## config.mk

```make
export PLATFORM = sky130hd
export DESIGN_NAME = nmi2apb_bridge
export DESIGN_NICKNAME = d
export VERILOG_FILES = /design/src/rtl/nmi_apb_pkg.sv /design/src/rtl/nmi_apb_decoder.sv /design/src/rtl/nmi2apb_bridge.sv
export SDC_FILE = /design/constraint.sdc
export NUM_CORES = 1
export LEC_CHECK = 0
export ABC_AREA = 1
export CAP_MARGIN = 40
export CORE_AREA = 2 2 121 123
export DETAILED_ROUTE_END_ITERATION = 10
export DIE_AREA = 0 0 123 125
export DONT_BUFFER_PORTS = 1
export GPL_ROUTABILITY_DRIVEN = 0
export HOLD_SLACK_MARGIN = 0.15
export PLACE_DENSITY_LB_ADDON = 0.12
export SYNTH_ARGS = -nofsm -noshare
export SYNTH_HDL_FRONTEND = slang
export SYNTH_SLANG_ARGS = --single-unit
```

## constraint.sdc

```tcl
create_clock -name clk_i -period 4.25 [get_ports clk_i]
set_input_delay 0.6375 -clock clk_i [delete_from_list [all_inputs] [get_ports clk_i]]
set_output_delay 0.6375 -clock clk_i [all_outputs]
set_load 0.02 [all_outputs]
```

## src/rtl/nmi_apb_pkg.sv

```systemverilog
// Shared definitions for the native-memory-interface to APB bridge.
//   apb_state_e : bridge FSM encoding (IDLE, SETUP, ACCESS, RESP).
//   ERR_RDATA   : fill bit for read data returned on a timeout. It is replicated
//                 to the data width, so the result is all-ones.
//   MISS_RDATA  : fill bit for read data returned on a decode miss. It is
//                 replicated to the data width, so the result is all-zeros.
//   clog2       : ceiling log2. clog2(1) = 0 and clog2(2) = 1.
package nmi_apb_pkg;

  typedef enum logic [1:0] {
    IDLE   = 2'd0,
    SETUP  = 2'd1,
    ACCESS = 2'd2,
    RESP   = 2'd3
  } apb_state_e;

  localparam logic ERR_RDATA  = 1'b1;
  localparam logic MISS_RDATA = 1'b0;

  function automatic int clog2(input int value);
    int result;
    result = 0;
    for (int v = value - 1; v > 0; v = v >> 1) begin
      result++;
    end
    return result;
  endfunction

endpackage

```

## src/rtl/nmi_apb_decoder.sv

```systemverilog
// Address decoder for the APB slave index field.
// The index is addr[SEL_LSB +: SEL_W]. An index below NUM_SLV selects one slave.
// Any higher index is a decode miss, and then no select bit is set.
//   addr   : byte address from the core.
//   select : one-hot slave select (all zero on a miss).
//   hit    : the index names an existing slave.
// This module is purely combinational.
module nmi_apb_decoder
  import nmi_apb_pkg::*;
#(
  parameter int ADDR_W  = 32,
  parameter int NUM_SLV = 4,
  parameter int SEL_LSB = 12
) (
  input  logic [ADDR_W-1:0]  addr,
  output logic [NUM_SLV-1:0] select,
  output logic               hit
);

  localparam int SEL_W = (clog2(NUM_SLV) > 1) ? clog2(NUM_SLV) : 1;

  logic [SEL_W-1:0] idx;
  logic             unused_addr_bits;

  assign idx = addr[SEL_LSB +: SEL_W];

  // Only the index field matters here. Bits outside the field are ignored.
  assign unused_addr_bits = ^addr;

  // NOTE: a default before the loop gives every bit a value on every path,
  // so this block cannot infer a latch.
  always_comb begin
    select = '0;
    for (int k = 0; k < NUM_SLV; k++) begin
      select[k] = (32'(idx) == k);
    end
  end

  // An out-of-range index matches no slave. So "no bit set" is the same as a miss.
  assign hit = |select;

endmodule

```

## src/rtl/nmi2apb_bridge.sv

```systemverilog
// Registered bridge from the PicoRV32 native memory interface to a multi-slave
// APB fabric.
//   clk_i, rst_ni                 : clock, async active-low reset.
//   mem_valid_i / mem_ready_o     : core request / one-cycle completion pulse.
//   mem_addr_i, mem_wdata_i,
//   mem_wstrb_i                   : request; wstrb == 0 means a read.
//   mem_rdata_o, mem_err_o        : response, valid while mem_ready_o is 1.
//   psel_o, penable_o, pwrite_o,
//   paddr_o, pwdata_o, pstrb_o    : APB master outputs (psel_o is one-hot).
//   pready_i, pslverr_i, prdata_i : per-slave APB responses. Slave k uses
//                                   prdata_i[k*DATA_W +: DATA_W].
// Every output is a flop, so no input reaches an output in the same cycle.
// While the bridge is idle, the APB address, data, strobe and direction
// outputs are held at 0.
module nmi2apb_bridge
  import nmi_apb_pkg::*;
#(
  parameter int ADDR_W  = 32,
  parameter int DATA_W  = 32,
  parameter int NUM_SLV = 4,
  parameter int SEL_LSB = 12,
  parameter int TIMEOUT = 255
) (
  input  logic                      clk_i,
  input  logic                      rst_ni,
  input  logic                      mem_valid_i,
  output logic                      mem_ready_o,
  input  logic [ADDR_W-1:0]         mem_addr_i,
  input  logic [DATA_W-1:0]         mem_wdata_i,
  input  logic [DATA_W/8-1:0]       mem_wstrb_i,
  output logic [DATA_W-1:0]         mem_rdata_o,
  output logic                      mem_err_o,
  output logic [NUM_SLV-1:0]        psel_o,
  output logic                      penable_o,
  output logic                      pwrite_o,
  output logic [ADDR_W-1:0]         paddr_o,
  output logic [DATA_W-1:0]         pwdata_o,
  output logic [DATA_W/8-1:0]       pstrb_o,
  input  logic [NUM_SLV-1:0]        pready_i,
  input  logic [NUM_SLV-1:0]        pslverr_i,
  input  logic [NUM_SLV*DATA_W-1:0] prdata_i
);

  localparam int CNT_W_RAW = clog2(TIMEOUT + 1);
  localparam int CNT_W     = (CNT_W_RAW > 0) ? CNT_W_RAW : 1;

  apb_state_e         state;
  logic [CNT_W-1:0]   wait_cnt;
  logic [NUM_SLV-1:0] dec_select;
  logic               dec_hit;
  logic               sel_ready;
  logic               sel_err;
  logic [DATA_W-1:0]  sel_rdata;
  logic               timeout_hit;

  nmi_apb_decoder #(
    .ADDR_W  (ADDR_W),
    .NUM_SLV (NUM_SLV),
    .SEL_LSB (SEL_LSB)
  ) u_decoder (
    .addr   (mem_addr_i),
    .select (dec_select),
    .hit    (dec_hit)
  );

  // Response mux, keyed by the registered one-hot select. Only the slave we
  // selected can complete or fail the transfer. The other slaves are ignored.
  always_comb begin
    sel_ready = 1'b0;
    sel_err   = 1'b0;
    sel_rdata = '0;
    for (int k = 0; k < NUM_SLV; k++) begin
      if (psel_o[k]) begin
        sel_ready = sel_ready | pready_i[k];
        sel_err   = sel_err   | pslverr_i[k];
        sel_rdata = sel_rdata | prdata_i[k*DATA_W +: DATA_W];
      end
    end
  end

  // The counter holds the number of ACCESS cycles already spent waiting.
  // The abort fires in the ACCESS cycle where TIMEOUT waits have already been
  // seen. So the core gets mem_ready_o TIMEOUT+3 cycles after valid.
  assign timeout_hit = (TIMEOUT != 0) && (wait_cnt == CNT_W'(TIMEOUT));

  // NOTE: every state flop uses non-blocking assignment. All flops in this
  // block read the values from before the edge, whatever order the
  // statements are written in.
  always_ff @(posedge clk_i or negedge rst_ni) begin
    if (!rst_ni) begin
      // NOTE: the datapath holding flops are also outputs, so they are reset
      // too. An asserted reset must drive every output to 0 at once.
      state       <= IDLE;
      wait_cnt    <= '0;
      psel_o      <= '0;
      penable_o   <= 1'b0;
      pwrite_o    <= 1'b0;
      paddr_o     <= '0;
      pwdata_o    <= '0;
      pstrb_o     <= '0;
      mem_ready_o <= 1'b0;
      mem_rdata_o <= '0;
      mem_err_o   <= 1'b0;
    end else begin
      case (state)
        IDLE: begin
          if (mem_valid_i) begin
            if (dec_hit) begin
              psel_o   <= dec_select;
              pwrite_o <= |mem_wstrb_i;
              paddr_o  <= mem_addr_i;
              pwdata_o <= mem_wdata_i;
              pstrb_o  <= mem_wstrb_i;
              wait_cnt <= '0;
              state    <= SETUP;
            end else begin
              // Decode miss: answer the core directly. No APB cycle is started.
              mem_ready_o <= 1'b1;
              mem_rdata_o <= {DATA_W{MISS_RDATA}};
              mem_err_o   <= 1'b1;
              state       <= RESP;
            end
          end
        end

        SETUP: begin
          penable_o <= 1'b1;
          state     <= ACCESS;
        end

        ACCESS: begin
          if (sel_ready) begin
            psel_o      <= '0;
            penable_o   <= 1'b0;
            mem_ready_o <= 1'b1;
            mem_rdata_o <= pwrite_o ? '0 : sel_rdata;
            mem_err_o   <= sel_err;
            state       <= RESP;
          end else if (timeout_hit) begin
            psel_o      <= '0;
            penable_o   <= 1'b0;
            mem_ready_o <= 1'b1;
            mem_rdata_o <= {DATA_W{ERR_RDATA}};
            mem_err_o   <= 1'b1;
            state       <= RESP;
          end else if (wait_cnt != {CNT_W{1'b1}}) begin
            // Saturate rather than wrap. This matters when the timeout is disabled.
            wait_cnt <= wait_cnt + CNT_W'(1);
          end
        end

        RESP: begin
          mem_ready_o <= 1'b0;
          mem_rdata_o <= '0;
          mem_err_o   <= 1'b0;
          pwrite_o    <= 1'b0;
          paddr_o     <= '0;
          pwdata_o    <= '0;
          pstrb_o     <= '0;
          state       <= IDLE;
        end

        default: state <= IDLE;
      endcase
    end
  end

endmodule

```

==> flow_metrics.tcl, run 1 <==
set metrics [dict create \
    synth_top_area_frac 0.464 \
    p_sw_frac 0.470 \
    layout_min_cycle_time_ns 2.54 \
    finalCritPeriodShare 0.597 \
    ant_nets 0 \
    whs_ns 0.165 \
    syn_avg_cell_area_um2 7.38 \
    rsz0062_at_grt "false" \
    slew_headroom 0.411 \
    coreArea_um2 14200 \
    irDropWorstVdd_uv 461 \
    drt_pass1_iterations 5 \
    hold_viol_final 0 \
    synth_top_cell_by_area "dfrtp_1" \
    fillCellCount 1409 \
    regToRegSetupSlack_ns 1.71 \
    grt_remaining_overflow 0 \
    viasPerCell 5.26 \
    outcome "finished clean" \
    syn-cell-area_um2 6360 \
    grt_max_degree 137 \
    drt-wirelength-per-cell_um 16.4 \
    clockPowerShare 0.257 \
    comb_power_share 0.345 \
    cts_sinks 118 \
    synth_top_family_by_area "simple AND/OR/NAND/NOR gates" \
    arrival_ns 2.83 \
    required_ns 4.54 \
    synthesis.nets 1075 \
    diodes 0 \
    worst_pin_slew_ns 0.883 \
    cts_tree "yes" \
    drtIter0Drc 248 \
    ys_seq_area_frac 0.464 \
    cts_htree_levels 4 \
    reg2reg_depth 10 \
    num_vias 5425 \
    fp.dieH_um 125 \
    timing.fmax_ghz 0.394 \
    cp-startpoint "state[0]$_DFFE_PN0P_" \
    layout-drive-gt1-share 0.104 \
    numCtsBuffers 17 \
    setup-tns-final_ns 0 \
    grt_pass1_vias 5320 \
    skew_ns 0.0101 \
    drv_slew 0 \
    crit_type "reg -> reg" \
    min_path_type "in -> async" \
    cp-start-kind "register" \
    synth-adder-area-share 0.0118 \
    cp_max_fo 22 \
    synth_xor_area_frac 0.00413 \
    synth.distinct_cells 30 \
    ios 315 \
    start_util 0.448 \
    cts.path.max_buffers 2 \
    cts_root_buf "clkbuf_16" \
    rows 44 \
    yosysWarnings 0 \
    rr_endpoint "wait_cnt[0]$_DFFE_PN0P_" \
    p_sw_uw 2800 \
    die_x_um 123 \
    powerDensity_nw_per_um2 851 \
    synth_area_leaders "dfrtp_1 46%, nand2_1 19%, o21ai_0 8.3%" \
    netlist_instances 862 \
    antenna_found_initial 0 \
    clk_latency_ns 0.41 \
    setup_viol 0 \
    port_buffers 0 \
    synth-simple-area-share 0.294 \
    drt_wl_total_um 16900 \
    path_clk_slew_ns 0.06 \
    synth_compound_area_frac 0.126 \
    grt_util_all_layers 0.221 \
    cellInternalPower_uw 3170 \
    maxCapViolCount 0 \
    r2r-start "state[0]$_DFFE_PN0P_" \
    die-area_um2 15400 \
    final_nets 1047 \
    synthMuxAreaShare 0 \
    post-route-drc-count 0 \
    power_frac_seq 0.398 \
    grt_pass1_wl_um 26500 \
    p_leak_uw 0.00344 \
    worst_setup_path_end_kind "register" \
    place.detailed.hpwl_um 11700 \
    yosys_register_bits 118 \
    synthToLayoutAreaGrowth_pct 10.3 \
    cts_setup_buffers 0 \
]
==> what timing repair did <==
action	in CTS	in global routing
endpoints found under the setup margin	0	0
hold buffers	1	0
endpoints found under the hold margin	118	0
resized for setup	0	0
==> worst max-delay path, stage by stage (launching register included) <==
cell	delay [ns]
dfrtp_1	0.41
inv_1	0.14
ha_1	0.68
buf_4	0.39
nor2_1	0.09
nor2_1	0.18
nand3_1	0.12
nand2_2	0.17
inv_2	0.10
nand2_1	0.07
nand2_1	0.06
==> synthesized netlist by cell type, drive strengths merged <==
| library cell | n |
|---|---|
| xor2 | 2 |
| nand3 | 77 |
| buf | 33 |
| ha | 6 |
| nand2 | 351 |
| nor2 | 16 |
| inv | 88 |
| clkbuf | 22 |
| a21oi | 2 |
| xnor2 | 1 |
| nand4 | 1 |
| nor3 | 2 |
| dfrtp | 118 |
| nor4 | 1 |
| o21ai | 139 |
| o22ai | 3 |
==> area by class of cell <==
type | count | area [µm²] | share of cell area
sequential | 118 | 2950 | 0.421
multi-input combinational | 601 | 2780 | 0.395
clock buffer | 18 | 439 | 0.0626
inverter | 88 | 330 | 0.0471
tap | 184 | 230 | 0.0328
clock inverter | 14 | 198 | 0.0282
timing repair buffer | 8 | 92.6 | 0.0132
==> cell families (layout without fill, tap and decap cells) <==
| family | count (synthesis) | after routing |
|---|---|---|
| adders and majority gates | 6 | 6 |
| AOI/OAI and AO/OA | 144 | 144 |
| xor gates and xnor gates | 3 | 3 |
| and+or+nand+nor | 448 | 448 |
| DFF | 118 | 118 |
| buffers and inverters | 143 | 128 |
==> worst max-delay path by stage <==
stage / to / slack (ns) / depth (start not counted)
2_1_floorplan: paddr_o[10]$_DFFE_PN0P_ / 2.66 / 9
3_3_place_gp: wait_cnt[6]$_DFFE_PN0P_ / 1.84 / 10
3_5_place_dp: wait_cnt[0]$_DFFE_PN0P_ / 1.74 / 10
4_1_cts: wait_cnt[0]$_DFFE_PN0P_ / 1.73 / 10
5_1_grt: wait_cnt[0]$_DFFE_PN0P_ / 1.50 / 10
6_report: wait_cnt[0]$_DFFE_PN0P_ / 1.71 / 10
==> power by group through the flow <==
stage	combinational [µW]	clock (µW)	sequential [µW]
finish	2060	1530	2380
global route	2420	1620	2430
CTS	2100	1570	2390
detailed placement	2080	0	2390
global placement	1980	0	2400
floorplan	1820	0	2270
==> cells in the final DEF (no fill, tap or decap), types with 4 or more instances in the layout <==
cell and n:
buf_4 6, bufinv_16 4, clkbuf_16 17, dfrtp_1 118
ha_1 6, inv_1 85, nand2_1 329, nand2_2 21
nand3_1 76, nor2_1 13, o21ai_0 105, o21ai_1 16
o21ai_2 18
==> layer usage <==
metal  global-route usage  up-vias  routed length [µm]
met5                    0        -                   0
met4               0.0842        0                 391
met3               0.0903       23                1800
met2                0.369      238                8160
met1                0.251     2508                6510
li1                     -     2656                   -
==> through the flow <==
stage	cells	setup WS [ns]	power [µW]	instance area, µm²	utilization
after floorplan	862	2.66	4100	6360	-
after global placement	998	1.84	4380	6350	0.447
after detailed placement	998	1.74	4460	6350	0.447
after CTS	1031	1.73	6050	7020	0.494
after global routing	1031	1.50	6470	7020	0.494
final	1031	1.71	5970	7020	0.494
==> sequential cells by signal (all words and copies together) (netlist names) <==
name and count:
state 2, pstrb_o 4, penable_o 1, pwrite_o 1, psel_o 4, mem_rdata_o 32, paddr_o 32, pwdata_o 32
mem_err_o 1, mem_ready_o 1, wait_cnt 8
Power figures use the tool's default switching activity.
==> run 2: changes to the inputs <==
==> constraint.sdc (replaced) <==
create_clock -name clk_i -period 2.62 [get_ports clk_i]
set_input_delay 0.393 -clock clk_i [delete_from_list [all_inputs] [get_ports clk_i]]
set_output_delay 0.393 -clock clk_i [all_outputs]
set_load 0.02 [all_outputs]
==> flow_metrics.tcl, run 2 (synthesized netlist as in run 1, its figures left out) <==
set metrics [dict create \
    numCtsBuffers 17 \
    reg2reg_depth 6 \
    post-route-drc-count 0 \
    start_util 0.448 \
    path_clk_slew_ns 0.06 \
    hold_viol_final 118 \
    grt_util_all_layers 0.228 \
    regToRegSetupSlack_ns 0.64 \
    regArea_um2 2950 \
    setup_viol 0 \
    grt_remaining_overflow 0 \
    multi_input_area_um2 2780 \
    cp_max_fo 34 \
    skew_ns 0.0145 \
    drt_wl_total_um 17500 \
    layout-drive-gt1-share 0.100 \
    ios 315 \
    cts.path.max_buffers 2 \
    rsz0062_at_grt "false" \
    cts_htree_levels 4 \
    viasPerCell 5.12 \
    dp_slack_ns 0.650 \
    drv_slew 0 \
    port_buffers 0 \
    fillCellCount 1293 \
    final_cell_mix "329 x nand2_1, 118 x dfrtp_1, 105 x o21ai_0" \
    die-area_um2 15400 \
    grt_pass1_wl_um 27700 \
    fp.dieH_um 125 \
    ant_nets 0 \
    mostFrequentLayoutCell "nand2_1" \
    worst_pin_slew_ns 0.843 \
    holdBufCountCts 58 \
    num_vias 5590 \
    irDropWorstVdd_uv 602 \
    drtIter0Drc 327 \
    required_ns 2.90 \
    r2r-start "state[0]$_DFFE_PN0P_" \
    layout_min_cycle_time_ns 1.98 \
    setup-tns-final_ns 0 \
    cts_root_buf "clkbuf_16" \
    worst_setup_path_end_kind "register" \
    place_area_um2 6400 \
    whs_ns -0.313 \
    worst_slack_ns 0.636 \
    drt-wirelength-per-cell_um 16.0 \
    design_area_um2 7640 \
    synthToLayoutAreaGrowth_pct 20.1 \
    grt_pass1_vias 5619 \
    timing.fmax_ghz 0.504 \
    violations "negative hold slack" \
    cts_sinks 118 \
    coreArea_um2 14200 \
    clk_latency_ns 0.41 \
    crit_type "reg -> reg" \
    maxCapViolCount 0 \
    final_nets 1108 \
    outcome "finished with violations" \
    arrival_ns 2.26 \
    slew_headroom 0.438 \
    cp-start-kind "register" \
    drt_pass1_iterations 4 \
    p_leak_uw 0.00371 \
    rr_endpoint "mem_rdata_o[2]$_DFFE_PN0P_" \
    place.detailed.hpwl_um 11800 \
    diodes 0 \
    cts_tree "yes" \
    powerDensity_nw_per_um2 1310 \
    grt_max_degree 137 \
    antenna_found_initial 0 \
    finalCritPeriodShare 0.757 \
    min_path_type "in -> async" \
    rows 44 \
    die_x_um 123 \
    reg_top3 "mem_rdata_o (32), paddr_o (32), pwdata_o (32)" \
]
-- run 2: power by group --
part | total (µW) | switching (µW) | internal [µW]
Clock | 2620 | 902 | 1710
Sequential | 3860 | 1340 | 2520
Combinational | 3500 | 2380 | 1120
-- run 2: through the flow --
step / total power (µW) / cells / utilization
finish: 9980 / 1092 / 0.538
global route: 10800 / 1092 / 0.538
CTS: 10100 / 1092 / 0.538
detailed placement: 7340 / 1002 / 0.450
global placement: 7180 / 1002 / 0.450
floorplan: 6640 / 862 / -
-- run 2: routing by layer --
metal	global-route usage	wire (µm)	vias up	part of all wire
met1	0.261	6920	2528	0.40
met4	0.0842	376	0	0.021
met5	0	0	-	0
met3	0.0876	1780	28	0.10
met2	0.384	8420	262	0.48
li1	-	-	2772	-
-- run 2: worst max-delay path by stage --
stage                                    start                         end
after floorplan           state[0]$_DFFE_PN0P_     paddr_o[10]$_DFFE_PN0P_
after global placement    state[0]$_DFFE_PN0P_  mem_rdata_o[3]$_DFFE_PN0P_
after detailed placement  state[0]$_DFFE_PN0P_  mem_rdata_o[2]$_DFFE_PN0P_
after CTS                 state[0]$_DFFE_PN0P_  mem_rdata_o[2]$_DFFE_PN0P_
after global routing      state[0]$_DFFE_PN0P_  mem_rdata_o[1]$_DFFE_PN0P_
final                     state[0]$_DFFE_PN0P_  mem_rdata_o[2]$_DFFE_PN0P_
-- run 2: worst max-delay path, stage by stage (launching register included) --
cell and delay (ns):
dfrtp_1 0.39, inv_1 0.14, ha_1 0.43, nand3_4 0.14
nand2_4 0.36, buf_4 0.26, o21ai_0 0.11
-- run 2: repair_timing --
item | CTS | global route
buffers inserted | 0 | 0
setup endpoints to repair | 0 | 0
endpoints found under the hold margin | 176 | 118
resized for setup | 0 | 0
-- run 2: area by class of cell --
cell class / instances / area share
clock buffer: 17 / 0.0557
clock inverter: 15 / 0.0313
inverter: 88 / 0.0432
multi-input combinational: 601 / 0.363
sequential: 118 / 0.386
tap: 184 / 0.0301
timing repair buffer: 69 / 0.0901
==> run 3: changes to the inputs <==
==> constraint.sdc (replaced) <==
create_clock -name clk_i -period 2 [get_ports clk_i]
set_input_delay 0.3 -clock clk_i [delete_from_list [all_inputs] [get_ports clk_i]]
set_output_delay 0.3 -clock clk_i [all_outputs]
set_load 0.02 [all_outputs]
==> flow_metrics.tcl, run 3 (synthesized netlist as in run 1, its figures left out) <==
set metrics [dict create \
    drtIter0Drc 322 \
    outcome "finished with violations" \
    port_buffers 0 \
    arrival_ns 2.09 \
    maxCapViolCount 0 \
    p_leak_uw 0.00375 \
    post-route-drc-count 0 \
    timing.fmax_ghz 0.563 \
    fp.dieH_um 125 \
    drv_slew 0 \
    rows 44 \
    dp.cells 1008 \
    ios 315 \
    drt-wirelength-per-cell_um 16.1 \
    final_cell_mix "329 x nand2_1, 118 x dfrtp_1, 105 x o21ai_0" \
    cts.path.max_buffers 2 \
    holdBufCountCts 68 \
    crit_type "reg -> reg" \
    powerDensity_nw_per_um2 1660 \
    cp-start-kind "register" \
    grt_max_degree 119 \
    num_vias 5701 \
    die_x_um 123 \
    cts_htree_levels 4 \
    numCtsBuffers 17 \
    layout-drive-gt1-share 0.108 \
    die-area_um2 15400 \
    skew_ns 0.00936 \
    coreArea_um2 14200 \
    setup-tns-final_ns 0 \
    cts_root_buf "clkbuf_16" \
    cts_sinks 118 \
    drt_pass1_iterations 4 \
    worst_pin_slew_ns 0.676 \
    grt_remaining_overflow 0 \
    violations "negative hold slack" \
    antenna_found_initial 0 \
    clk_latency_ns 0.41 \
    required_ns 2.32 \
    fillCellCount 1275 \
    viasPerCell 5.14 \
    reg_top3 "mem_rdata_o (32), paddr_o (32), pwdata_o (32)" \
    grt_pass1_vias 5579 \
    irDropWorstVdd_uv 937 \
    place.detailed.hpwl_um 11900 \
    rsz0062_at_grt "false" \
    grt_util_all_layers 0.233 \
    reg2reg_depth 5 \
    synthToLayoutAreaGrowth_pct 21.5 \
    cp_max_fo 67 \
    diodes 0 \
    final_nets 1126 \
    worst_setup_path_end_kind "register" \
    path_clk_slew_ns 0.06 \
    start_util 0.448 \
    grt_pass1_wl_um 28000 \
    min_path_type "in -> async" \
    finalCritPeriodShare 0.888 \
    cts_tree "yes" \
    hold_viol_final 118 \
    setup_viol 0 \
    drt_wl_total_um 17800 \
    layout_min_cycle_time_ns 1.78 \
    mostFrequentLayoutCell "nand2_1" \
    ant_nets 0 \
    stdcell_count 1110 \
    slew_headroom 0.550 \
    whs_ns -0.412 \
    totalPowerFinal_uw 12900 \
]
## run 3: timing repair
| action | 4_1_cts | 5_1_grt |
|---|---|---|
| gates resized for setup | 0 | 1 |
| buffers inserted | 0 | 2 |
| setup endpoints to repair | 0 | 20 |
| hold endpoints to repair | 189 | 118 |
## run 3: per-stage QoR
step / worst slack [ns] / hold slack (ns) / cell area (µm²) / util
final: 0.223 / -0.412 / 7740 / 0.545
after global routing: 0.0212 / -0.440 / 7740 / 0.545
after CTS: 0.139 / -0.433 / 7710 / 0.543
after detailed placement: 0.155 / 0.00677 / 6480 / 0.456
after global placement: 0.248 / 0.00685 / 6480 / 0.456
after floorplan: 0.414 / 0.00441 / 6360 / -
## run 3: metal layers
layer | wire, µm | global-route usage | vias to the layer above
li1 | - | - | 2817
met5 | 0 | 0 | -
met3 | 1770 | 0.0853 | 21
met1 | 6970 | 0.273 | 2608
met4 | 268 | 0.0715 | 0
met2 | 8810 | 0.396 | 255
## run 3: path summary, 6_finish.rpt
check / from / slack (ns) / to
hold reg to reg: wait_cnt[1]$_DFFE_PN0P_ / 0.52 / wait_cnt[1]$_DFFE_PN0P_
min in group clk_i: mem_addr_i[12] / 0.15 / paddr_o[12]$_DFFE_PN0P_
setup reg to reg: state[0]$_DFFE_PN0P_ / 0.22 / paddr_o[12]$_DFFE_PN0P_
max in group asynchronous: rst_ni / 2.18 / pwrite_o$_DFFE_PN0P_
setup / recovery: state[0]$_DFFE_PN0P_ / 0.22 / paddr_o[12]$_DFFE_PN0P_
hold / removal: rst_ni / -0.41 / mem_rdata_o[13]$_DFFE_PN0P_
## run 3: critical path, stage by stage, from the launching register on
cell and delay [ns]:
dfrtp_1 0.41, ha_1 0.26, inv_2 0.09, buf_4 0.54, nand2_1 0.19, o22ai_1 0.16
## run 3: where the power goes
group	switching, µW	total (µW)	internal (µW)
Combinational	3250	5020	1770
Clock	1170	2780	1610
Sequential	1760	5070	3310
Total	6180	12900	6680
## run 3: layout make-up
type / instances / area [µm²] / share of cell area
Multi-Input combinational cell: 601 / 2780 / 0.359
Inverter: 88 / 330 / 0.0427
Clock inverter: 15 / 121 / 0.0157
Tap cell: 184 / 230 / 0.0298
Clock buffer: 17 / 425 / 0.0550
Sequential cell: 118 / 2950 / 0.382
Timing Repair Buffer: 87 / 898 / 0.116
